<file path="config.mk">
export PLATFORM = sky130hd
export DESIGN_NAME = change_dispenser_flat
export DESIGN_NICKNAME = d
export VERILOG_FILES = /design/src/rtl/change_dispenser_if.sv /design/src/rtl/change_dispenser.sv /design/src/flat_wrapper.sv
export SDC_FILE = /design/constraint.sdc
export NUM_CORES = 1
export LEC_CHECK = 0
export CAP_MARGIN = 30
export CORE_ASPECT_RATIO = 0.9
export CORE_MARGIN = 2
export CORE_UTILIZATION = 50
export CTS_CLUSTER_SIZE = 24
export DETAILED_ROUTE_END_ITERATION = 8
export PLACE_DENSITY = 0.73
export SETUP_SLACK_MARGIN = 0.3
export SKIP_CTS_REPAIR_TIMING = 1
export SLEW_MARGIN = 20
export SYNTH_ARGS = -nofsm -noshare
export SYNTH_HDL_FRONTEND = slang
export SYNTH_SLANG_ARGS = --single-unit
</file>
<file path="constraint.sdc">
create_clock -name clk -period 2.29 [get_ports clk]
set_input_delay 0.3435 -clock clk [delete_from_list [all_inputs] [get_ports clk]]
set_output_delay 0.3435 -clock clk [all_outputs]
set_load 0.03 [all_outputs]
</file>
<file path="src/rtl/change_dispenser_if.sv">
// Request, hopper and status signals of the change dispenser.
// The slave modport is the dispenser; the master modport is the calculator/hopper side.
interface change_dispenser_if;
  logic [2:0] quarter_req;
  logic       dollar_req;
  logic       coin_sensed;
  logic       d_eject;
  logic       q_eject;
  logic       busy;
  logic       done;
  logic       jam;
  logic       overrun;
  logic [2:0] quarters_paid;
  logic       dollars_paid;
  logic [2:0] state_dbg;

  // Handshake: quarter_req/dollar_req are a one-cycle strobe with no ready;
  // they are taken only while busy is low, otherwise dropped and flagged by overrun.
  modport master (
    output quarter_req, dollar_req, coin_sensed,
    input  d_eject, q_eject, busy, done, jam, overrun,
    input  quarters_paid, dollars_paid, state_dbg
  );

  modport slave (
    input  quarter_req, dollar_req, coin_sensed,
    output d_eject, q_eject, busy, done, jam, overrun,
    output quarters_paid, dollars_paid, state_dbg
  );
endinterface

</file>
<file path="src/rtl/change_dispenser.sv">
// Captures a change request and ejects the coins one by one, confirming each on the exit sensor.
// Optional jam timeout built when DISPENSE_TIMEOUT_EN is defined.
module change_dispenser #(
  parameter int PULSE_CYCLES   = 4,
  parameter int GAP_CYCLES     = 2,
  parameter int TIMEOUT_CYCLES = 1000
) (
  input  logic                 clk,
  input  logic                 reset,
  change_dispenser_if.slave    bus
);

  typedef enum logic [2:0] {
    IDLE       = 3'd0,
    EJECT      = 3'd1,
    WAIT_SENSE = 3'd2,
    GAP        = 3'd3,
    DONE       = 3'd4
`ifdef DISPENSE_TIMEOUT_EN
    , JAM      = 3'd5
`endif
  } state_t;

  localparam logic [15:0] PULSE_LAST = 16'(PULSE_CYCLES - 1);
  localparam logic [15:0] GAP_LAST   = 16'(GAP_CYCLES - 1);

  state_t      state, state_n;
  logic [15:0] cnt;
  logic        sensed_q;
  logic [2:0]  q_left;
  logic        d_left;
  logic [2:0]  quarters_paid_q;
  logic        dollars_paid_q;
  logic        overrun_q;
  logic        req_nz;
  logic        capture;
  logic        credit;

  assign req_nz = (bus.quarter_req != 3'd0) || bus.dollar_req;

`ifdef DISPENSE_TIMEOUT_EN
  localparam logic [15:0] TIMEOUT_LAST = 16'(TIMEOUT_CYCLES - 1);
  logic [15:0] tcnt;
  logic        timeout_hit;
  assign timeout_hit = (tcnt == TIMEOUT_LAST);
`else
  localparam int timeout_unused = TIMEOUT_CYCLES;
`endif

  always_comb begin
    state_n = state;
    capture = 1'b0;
    credit  = 1'b0;
    case (state)
      IDLE: begin
        if (req_nz) begin
          capture = 1'b1;
          state_n = EJECT;
        end
      end
      EJECT: begin
        // A sense in the last pulse cycle still counts for this coin.
        if (cnt == PULSE_LAST) begin
          if (sensed_q || bus.coin_sensed) begin
            credit  = 1'b1;
            state_n = GAP;
          end else begin
            state_n = WAIT_SENSE;
          end
        end
      end
      WAIT_SENSE: begin
        if (bus.coin_sensed) begin
          credit  = 1'b1;
          state_n = GAP;
        end
`ifdef DISPENSE_TIMEOUT_EN
        else if (timeout_hit) begin
          state_n = JAM;
        end
`endif
      end
      GAP: begin
        if (cnt == GAP_LAST) begin
          state_n = ((q_left != 3'd0) || d_left) ? EJECT : DONE;
        end
      end
      DONE: state_n = IDLE;
`ifdef DISPENSE_TIMEOUT_EN
      JAM:  state_n = JAM;
`endif
      default: state_n = IDLE;
    endcase
  end

  always_ff @(posedge clk) begin
    if (reset) begin
      state           <= IDLE;
      cnt             <= '0;
      sensed_q        <= 1'b0;
      q_left          <= '0;
      d_left          <= 1'b0;
      quarters_paid_q <= '0;
      dollars_paid_q  <= 1'b0;
      overrun_q       <= 1'b0;
    end else begin
      state <= state_n;
      cnt   <= (state_n != state) ? 16'd0 : cnt + 16'd1;
      // Sense latch lives only inside one EJECT episode.
      sensed_q <= (state == EJECT && state_n == EJECT) ? (sensed_q | bus.coin_sensed) : 1'b0;
      if (state != IDLE && req_nz) begin
        overrun_q <= 1'b1;
      end
      if (capture) begin
        q_left          <= bus.quarter_req;
        d_left          <= bus.dollar_req;
        quarters_paid_q <= '0;
        dollars_paid_q  <= 1'b0;
      end else if (credit) begin
        if (d_left) begin
          d_left         <= 1'b0;
          dollars_paid_q <= 1'b1;
        end else begin
          q_left          <= q_left - 3'd1;
          quarters_paid_q <= quarters_paid_q + 3'd1;
        end
      end
    end
  end

`ifdef DISPENSE_TIMEOUT_EN
  always_ff @(posedge clk) begin
    if (reset) begin
      tcnt <= '0;
    end else if (state_n == EJECT && state != EJECT) begin
      tcnt <= '0;
    end else if (state == EJECT || state == WAIT_SENSE) begin
      tcnt <= tcnt + 16'd1;
    end
  end
  assign bus.jam = (state == JAM);
`else
  assign bus.jam = 1'b0;
`endif

  assign bus.busy          = (state != IDLE);
  assign bus.done          = (state == DONE);
  assign bus.d_eject       = (state == EJECT) && d_left;
  assign bus.q_eject       = (state == EJECT) && !d_left;
  assign bus.overrun       = overrun_q;
  assign bus.quarters_paid = quarters_paid_q;
  assign bus.dollars_paid  = dollars_paid_q;
  assign bus.state_dbg     = state;

endmodule

</file>
<file path="src/flat_wrapper.sv">
// flat-port wrapper written by rule: the top's interface ports become plain ports
module change_dispenser_flat 
#(
  parameter int PULSE_CYCLES   = 4,
  parameter int GAP_CYCLES     = 2,
  parameter int TIMEOUT_CYCLES = 1000
)
  (clk, reset, bus_quarter_req, bus_dollar_req, bus_coin_sensed, bus_d_eject, bus_q_eject, bus_busy, bus_done, bus_jam, bus_overrun, bus_quarters_paid, bus_dollars_paid, bus_state_dbg);
  change_dispenser_if bus_i ();
  input  logic clk;
  input  logic reset;
  input wire logic [$bits(bus_i.quarter_req)-1:0] bus_quarter_req;
  input wire logic [$bits(bus_i.dollar_req)-1:0] bus_dollar_req;
  input wire logic [$bits(bus_i.coin_sensed)-1:0] bus_coin_sensed;
  output wire logic [$bits(bus_i.d_eject)-1:0] bus_d_eject;
  output wire logic [$bits(bus_i.q_eject)-1:0] bus_q_eject;
  output wire logic [$bits(bus_i.busy)-1:0] bus_busy;
  output wire logic [$bits(bus_i.done)-1:0] bus_done;
  output wire logic [$bits(bus_i.jam)-1:0] bus_jam;
  output wire logic [$bits(bus_i.overrun)-1:0] bus_overrun;
  output wire logic [$bits(bus_i.quarters_paid)-1:0] bus_quarters_paid;
  output wire logic [$bits(bus_i.dollars_paid)-1:0] bus_dollars_paid;
  output wire logic [$bits(bus_i.state_dbg)-1:0] bus_state_dbg;
  assign bus_i.quarter_req = bus_quarter_req;
  assign bus_i.dollar_req = bus_dollar_req;
  assign bus_i.coin_sensed = bus_coin_sensed;
  assign bus_d_eject = bus_i.d_eject;
  assign bus_q_eject = bus_i.q_eject;
  assign bus_busy = bus_i.busy;
  assign bus_done = bus_i.done;
  assign bus_jam = bus_i.jam;
  assign bus_overrun = bus_i.overrun;
  assign bus_quarters_paid = bus_i.quarters_paid;
  assign bus_dollars_paid = bus_i.dollars_paid;
  assign bus_state_dbg = bus_i.state_dbg;
  change_dispenser #(.PULSE_CYCLES(PULSE_CYCLES), .GAP_CYCLES(GAP_CYCLES), .TIMEOUT_CYCLES(TIMEOUT_CYCLES)) u_core (.clk(clk), .reset(reset), .bus(bus_i));
endmodule
</file>
==> summary.md <==
| Metric | Value |
|---|---|
| CP max stage delay | `0.75 ns` |
| Synth area leaders | `dfxtp_1 37%, nor2_1 7.2%, ha_1 4.0%` |
| Port Buffers | `18` |
| Max Fclk | `499 MHz` |
| R2r endpoint | `u_core.bus.quarters_paid[0]` |
| Slowest-stage cell, CP | `clkdlybuf4s50_1` |
| Final antenna diode count | `0` |
| Fill cell count | `298` |
| Worst min path class | `flop to flop` |
| Area of the multi-input gates | `912 um2` |
| Avg Cell Area, Syn | `8.80 um2` |
| Clock buffer depth | `2` |
| Sequential area share after synthesis | `between 30% and 40%` |
| FFs w/ async S/R, synth | `0%` |
| Setup Slack @ Placement | `0.178 ns` |
| Worst EP required | `1.95 ns` |
| Clock Latency Late Sink | `0.34 ns` |
| Drt first pass iters | `4` |
| WP depth | `1` |
| ANT nets after route | `0` |
| GR Util met2 | `35.0%` |
| Post-synth EDFFs | `0` |
| Crit path DAT | `1.66 ns` |
| Logic pwr share | `14.5%` |
| Initial antenna violation count | `0` |
| Sequential Area | `582 um2` |
| Clock power share | `34.8%` |
| TritonCTS clock tree | `built` |
| Total gr overflow | `0` |
| CTS Buf Count | `5` |
| Final Hold Viols | `0` |
| Area delta synth->final | `20.6%` |
| Main flop type after synthesis | `dfxtp_1` |
| Top Ports | `20` |
| Reg2reg setup slack | `about 0.41 ns` |
| Crit path cell chain | `clkdlybuf4s50_1` |
| Reg-to-reg startpoint | `u_core.cnt[5]` |
| Period utilization | `87.5%` |
| Clk sinks | `29` |
| Root Driver | `clkbuf_4` |
| Min cycle time layout | `2.00 ns` |
| Pleak | `between 0.7 and 0.8 nW` |
| Final std cells w/o fill | `243` |
| Internal power | `0.760 mW` |
| Switching share of power | `27.2%` |
| Syn Inst Count | `177` |
| CP Launch Type | `flop` |
| Yosys cell types | `47` |
| Hold slack | `0.481 ns` |
| Mapped Nets | `around 190` |
| Synthesized flop and latch total | `29` |
| Wirelength per Cell | `~14 um` |
| Post-DP HPWL | `approximately 2500 um` |
| Grt peak-use layer | `met2` |
| Commonest non-fill, non-tap cell in the layout | `nor2_1` |
| Initial Util | `51.6%` |
| Outcome | `completed` |
| Ratio of total power to cell area | `556 mW/mm2` |
| Die width | `approximately 63 um` |
| Worst-path clk slew | `~0.090 ns` |
| Total GRT Usage | `19.9%` |
| Final instance area | `0.00188 mm2` |
| Total wire length | `3310 um` |
| CTS H-tree lvls | `2` |
| Core footprint | `between 0.003 and 0.004 mm2` |
| DIE AREA | `around 0.0036 mm2` |
| CP top delay family | `buffers and inverters` |
| Max-Cap Viols | `0` |
| Sw Pwr | `0.284 mW` |
| Dpl cell area | `0.00178 mm2` |
| Met3 global-route usage | `approximately 5.3%` |
| Most frequent cells in the layout | `29 x nor2_1, 28 x dfxtp_1, 14 x clkdlybuf4s50_1` |
| GP Congestion | `0.803` |
| First-pass GRT wire length | `5450 um` |
| Sequential share of power | `50.7%` |
| Setup ws final | `0.286 ns` |
| Pin count of the biggest net entering global routing | `13` |
| Via count | `between 1000 and 1500` |
| Initial DRC count | `59` |
| Setup_tns | `0 ns` |
| Vias in the first global route | `1331` |
| DRC viols | `0` |
| Yosys top cell area share | `a little under two fifths` |
| Fin util | `62.2%` |
| Synth warn | `0` |
| Via-to-Cell Ratio | `5.55` |
| Syn Std Cell Area | `approximately 0.0016 mm2` |
| Worst Path Max Fanout | `9` |
| Type of the worst setup path | `flop to output port` |
| Die Y | `57.0 um` |
| Cell taking the most area after synthesis | `dfxtp_1` |
| RSZ-0062 raised after global routing | `yes` |
| Max-slew violations | `0` |
| Final Setup Violations | `0` |
| Critical path capture point type | `output port` |
| CP Capture Point | `bus_state_dbg[1]` |
| Worst clock skew | `around 0.012 ns` |
| Crit path buf inv count | `1` |
| # rows | `19` |
| Worst R2R Path Depth | `5` |
| Layout cells sized above 1 | `14.9%` |
| Peak VDD IR | `roughly 0.00036 V` |
| Nets | `212` |
| Overall power | `1.04 mW` |
| Met1 GRT Util | `between 20% and 30%` |
| Worst setup startpoint | `u_core.bus.state_dbg[1]` |
| Cell count after placement | `235` |
## per-layer routing
metal | share of wire [%] | up-vias | routed length [um]
li1 | - | 665 | -
met1 | 45 | 651 | 1480
met2 | 49 | 26 | 1620
met3 | 4.0 | 7 | 133
met4 | 2.3 | 0 | 76
met5 | 0 | - | 0
## area by class of cell
cell class                 count  area share, %
clock buffer                   7           3.46
clock inverter                 1          0.266
timing repair buffer          23           12.1
inverter                       9           1.80
sequential                    29           31.0
tap                           42           2.80
multi-input combinational    132           48.6
## cells by family (layout without fill, tap and decap cells)
group / after synthesis / count (layout) / share of synthesized area [%]
compound gates: 20 / 20 / 10.4
xor+xnor: 14 / 14 / 7.87
fa+ha+maj: 5 / 5 / 4.02
buf+inv: 16 / 40 / 5.54
flops: 29 / 29 / 37.3
mux: 1 / 1 / 0.643
other cells: 1 / 1 / 0.241
simple gates: 91 / 91 / 34.1
## synthesized netlist by cell type (2+ instances only)
| library cell | count |
|---|---|
| and3_1 | 4 |
| inv_1 | 9 |
| xor2_1 | 7 |
| nor2b_1 | 2 |
| xnor2_1 | 7 |
| nor3b_1 | 3 |
| dfxtp_1 | 29 |
| buf_4 | 5 |
| a21oi_1 | 3 |
| o21ai_0 | 2 |
| ha_1 | 5 |
| o311a_1 | 3 |
| nand4_1 | 6 |
| nor3_1 | 6 |
| nor2_1 | 30 |
| nor4_2 | 2 |
| nor4_1 | 2 |
| nand2_1 | 13 |
| nor4_4 | 2 |
| and4_1 | 2 |
| and2_1 | 2 |
| nand3_1 | 8 |
## registers in the layout, indices dropped and copies added (netlist names)
| register | flops |
|---|---|
| u_core.sensed_q | 1 |
| u_core.bus.overrun | 1 |
| u_core.bus.state_dbg | 3 |
| u_core.bus.quarters_paid | 3 |
| u_core.bus.dollars_paid | 1 |
| u_core.d_left | 1 |
| u_core.q_left | 3 |
| u_core.cnt | 16 |
## worst min-delay path by stage
| stage | from | endpoint | slack (ns) | cells after the start |
|---|---|---|---|---|
| floorplan | u_core.cnt[0] | u_core.cnt[0] | 0.43 | 1 |
| global placement | u_core.cnt[0] | u_core.cnt[0] | 0.44 | 1 |
| detailed placement | u_core.cnt[0] | u_core.cnt[0] | 0.47 | 1 |
| CTS | u_core.cnt[0] | u_core.cnt[0] | 0.49 | 1 |
| global route | u_core.cnt[0] | u_core.cnt[0] | 0.51 | 1 |
| finish | u_core.cnt[0] | u_core.cnt[0] | 0.48 | 1 |
## power by group through the flow
stage          Clock (mW)  Sequential (mW)  Combinational, mW
2_1_floorplan           0            0.543             0.0938
3_3_place_gp            0            0.540              0.142
3_5_place_dp            0            0.541              0.147
4_1_cts             0.371            0.529              0.147
5_1_grt             0.396            0.532              0.164
6_report            0.363            0.530              0.151
No activity file was read; power rests on OpenSTA's default activity.
